--- config.mk ---
export PLATFORM = sky130hd
export DESIGN_NAME = seq_detector_param
export DESIGN_NICKNAME = d
export VERILOG_FILES = /design/src/rtl/seq_detector_param.sv
export SDC_FILE = /design/constraint.sdc
export NUM_CORES = 1
export LEC_CHECK = 0
export ABC_AREA = 1
export CORE_MARGIN = 5
export CORE_UTILIZATION = 50
export CTS_BUF_LIST = sky130_fd_sc_hd__clkbuf_8
export CTS_CLUSTER_SIZE = 14
export DETAILED_ROUTE_END_ITERATION = 16
export PLACE_DENSITY = 0.87
export SYNTH_ARGS = -nofsm -noshare
export SYNTH_HDL_FRONTEND = slang
export SYNTH_SLANG_ARGS = --single-unit
export TNS_END_PERCENT = 30
--- constraint.sdc ---
create_clock -name clk -period 2.1 [get_ports clk]
set_clock_uncertainty 0.15 [all_clocks]
set_input_delay 0.315 -clock clk [delete_from_list [all_inputs] [get_ports clk]]
set_output_delay 0.315 -clock clk [all_outputs]
set_load 0.05 [all_outputs]
--- src/rtl/seq_detector_param.sv ---
// seq_detector_param: runtime-loadable serial pattern detector (x/en/overlap/load/pat_in/clr_cnt in; registered z, saturating match_count, active pattern out)
module seq_detector_param #(
  parameter int PAT_LEN = 4,
  parameter logic [PAT_LEN-1:0] PAT_RESET = 4'b1011,
  parameter int CNT_W = 8
) (
  input  logic               clk,
  input  logic               reset,
  input  logic               x,
  input  logic               en,
  input  logic               overlap,
  input  logic               load,
  input  logic [PAT_LEN-1:0] pat_in,
  input  logic               clr_cnt,
  output logic               z,
  output logic [CNT_W-1:0]   match_count,
  output logic [PAT_LEN-1:0] pattern
);
  localparam int FW = $clog2(PAT_LEN + 1);
  logic [PAT_LEN-1:0] hist, win;
  logic [FW-1:0] fill;
  logic hit;
  always_comb begin
    win = {hist[PAT_LEN-2:0], x};
    hit = en && !load && win == pattern && fill >= FW'(PAT_LEN - 1);
  end
  always_ff @(posedge clk) begin
    if (reset) begin
      hist <= '0;
      fill <= '0;
      pattern <= PAT_RESET;
      z <= 1'b0;
      match_count <= '0;
    end else begin
      if (load) begin
        pattern <= pat_in;
        fill <= '0;
      end else if (en) begin
        hist <= win;
        fill <= (hit && !overlap) ? '0 : (fill == FW'(PAT_LEN)) ? fill : fill + 1'b1;
      end
      z <= hit;
      match_count <= clr_cnt ? '0 : (hit && !(&match_count)) ? match_count + 1'b1 : match_count;
    end
  end
endmodule

==> reports/metrics.yaml <==
run_status:
  status: "complete, no violations"
clocking:
  numCtsBuffers: 3
  cts.clk_slew.worst_paths_ps: 70
  cts_root_buf: "clkbuf_8"
  cts-resized-gates: 0
  clk_latency_ps: 250
  h-tree-depth: 1
  cts_setup_buffers: 0
  cts_tree: "done"
  cts_sinks: 19
  cts_hold_buffers: 0
  cts_buffer_depth: 2
detailed_routing:
  drc: 0
  wl_per_cell_microns: 11.5
  num_vias: 959
  wl_microns: 2190
  initialDrtViolationCount: 24
  viasPerCell: 5.02
  ant_nets: 0
  dr.pass1.iters: 4
synth:
  syn_area_per_cell_sq_um: 7.29
  synth_fa_ha_area_frac: 0.0505
  synth.top_cell.area_share: 0.384
  synth_fp_nets: 151
  netlist_instances: 136
  synth_xor_xnor_area_share: 0.0530
  synth_area_leader_cell: "dfxtp_1"
  synth_seq_cells: 19
  synth_top_family_by_area: "simple AND/OR/NAND/NOR gates"
  synthMuxAreaShare: 0
  synth_simple_gate_area_frac: 0.317
  synth_area_leaders: "dfxtp_1 (38%), nand2_1 (12%), inv_1 (6.4%), nor2_1 (6.4%), a21oi_1 (6.1%)"
  yosysUniqueCellTypes: 20
  yosys_warnings: 0
  ys_seq_area_frac: 0.384
  mappedNetlistArea_sq_um: 991
  synth_compound_area_frac: 0.114
min_path:
  min_path_type: "reg2reg"
place:
  port_buffers: 23
  gp_congestion: 0.861
  dp_hpwl_microns: 1760
global_routing:
  overflow: 0
  grt_usage: 0.168
  busiest_layer: "met2"
  grt_antenna_before_repair: 0
  grt_use_met2: 0.311
  grt_max_degree: 11
  first_global_vias: 939
  met1_usage: 0.188
  grt_use_met3: 0.0300
  grt_pass1_wl_microns: 3660
timing:
  finalSetupViolations: 0
  final.setup.tns_ps: 0
  drv_slew: 0
  finalCriticalPeriod_ps: 1980
  rsz0062_at_grt: "no"
  holdWs_ps: 344
  finalCritPeriodShare: 0.943
  max_slew_margin: 0.661
  fmax_mhz: 505
  hold_viol_final: 0
  worst_pin_slew_ps: 507
finish:
  final_nets: 180
  seqCellArea_sq_um: 380
  multiInputGateArea_sq_um: 529
  nFillCells: 168
  antenna_cells: 0
  drive_above_1_share: 0.0793
  layout_commonest_cell: "nand2_1"
  syn2layout_area_growth_pct: 32.2
  final_cell_mix: "nand2_1 (32), clkdlybuf4s50_1 (23), dfxtp_1 (19), inv_1 (18), nor2_1 (17)"
critical_path:
  slowest_delay_ps: 840
  slowest_stage: "clkdlybuf4s50_1"
  worst_setup_path_end_kind: "output pin"
  worst-path-buf-inv: 1
  path_class: "reg2out"
  crit_path_max_fanout: 6
  critical-path-top-delay-family: "buffers and inverters"
  crit_arrival_ps: 1520
  required_ps: 1630
  cp_cell_sequence: "clkdlybuf4s50_1"
  crit_path_start_kind: "register"
  ff2ff_setup_slack_ps: 330
power_and_ir_drop:
  pwr-share-comb: 0.152
  p_per_area_nw_per_um2: 565
  p_switching_uw: 192
  p_leak_uw: 0.000571
  power_frac_seq: 0.516
  ir_drop_mv: 0.419
  clock_power_share: 0.332
  p_int_uw: 549
  switching_share: 0.259
floorplan:
  die_h_microns: 54.5
  initial_core_util: 0.516
  pin_count: 24
  num_rows: 16
  design.core.area_sq_um: 1920
  die_w_microns: 54.5
  design.die.area_sq_um: 2970
run:
  maxCapViolations: 0
final timing paths:
kind,cells past startpoint,from,to
hold / removal,2,hist[0]$_SDFFE_PP0P_,hist[1]$_SDFFE_PP0P_
hold reg to reg,2,hist[0]$_SDFFE_PP0P_,hist[1]$_SDFFE_PP0P_
setup reg to reg,11,fill[0]$_SDFFE_PP0P_,fill[1]$_SDFFE_PP0P_
setup / recovery,1,match_count[2]$_SDFFE_PP0P_,match_count[2]
per-layer routing:
layer | up-vias | wire length [microns]
li1 | 486 | -
met1 | 436 | 946
met2 | 33 | 1090
met3 | 4 | 125
met4 | 0 | 27
met5 | - | 0
flip-flops by register name, summed over array words and instances (netlist names):
name and cells:
z 1, pattern 4, fill 3, hist 3
match_count 8
stage by stage:
step | cells | setup slack, ps | area [sq um] | utilization | total power (uW)
after floorplan | 136 | 183 | 991 | - | 456
after global placement | 187 | 217 | 1260 | 0.658 | 499
after detailed placement | 187 | 144 | 1260 | 0.658 | 502
after CTS | 191 | 100 | 1310 | 0.682 | 749
after global routing | 191 | 70.5 | 1310 | 0.682 | 775
final | 191 | 119 | 1310 | 0.682 | 741
layout make-up:
| class | instances | area share |
|---|---|---|
| Multi-Input combinational cell | 97 | 0.404 |
| Sequential cell | 19 | 0.290 |
| Timing Repair Buffer | 25 | 0.187 |
| Inverter | 19 | 0.0583 |
| Clock buffer | 3 | 0.0315 |
| Tap cell | 27 | 0.0258 |
| Clock inverter | 1 | 0.00287 |
kinds of logic after synthesis:
group                    after synthesis
AO/OA/AOI/OAI                         22
XOR/XNOR                               6
adder cells (fa/ha/maj)                4
buffers and inverters                 20
flip-flops                            19
AND/OR/NAND/NOR                       65
cell usage after synthesis:
cell      count
xor2_1        4
nor3_1        2
ha_1          4
o21a_1        1
nand4_1       1
nand2_4       1
nand3_1       7
o21ai_0       9
clkinv_4      1
inv_2         1
a21oi_1      12
nand2_1      32
clkbuf_2      1
nor2_4        2
nand3_2       1
dfxtp_1      19
inv_1        17
nor2_1       17
nand3_4       2
xnor2_1       2
power by group through the flow:
stage | registers, uW | clock network (uW) | logic [uW]
floorplan | 406 | 0 | 49.2
global placement | 390 | 0 | 109
detailed placement | 390 | 0 | 112
CTS | 382 | 254 | 112
global route | 384 | 268 | 123
finish | 382 | 246 | 112
Power figures use the tool's default switching activity.
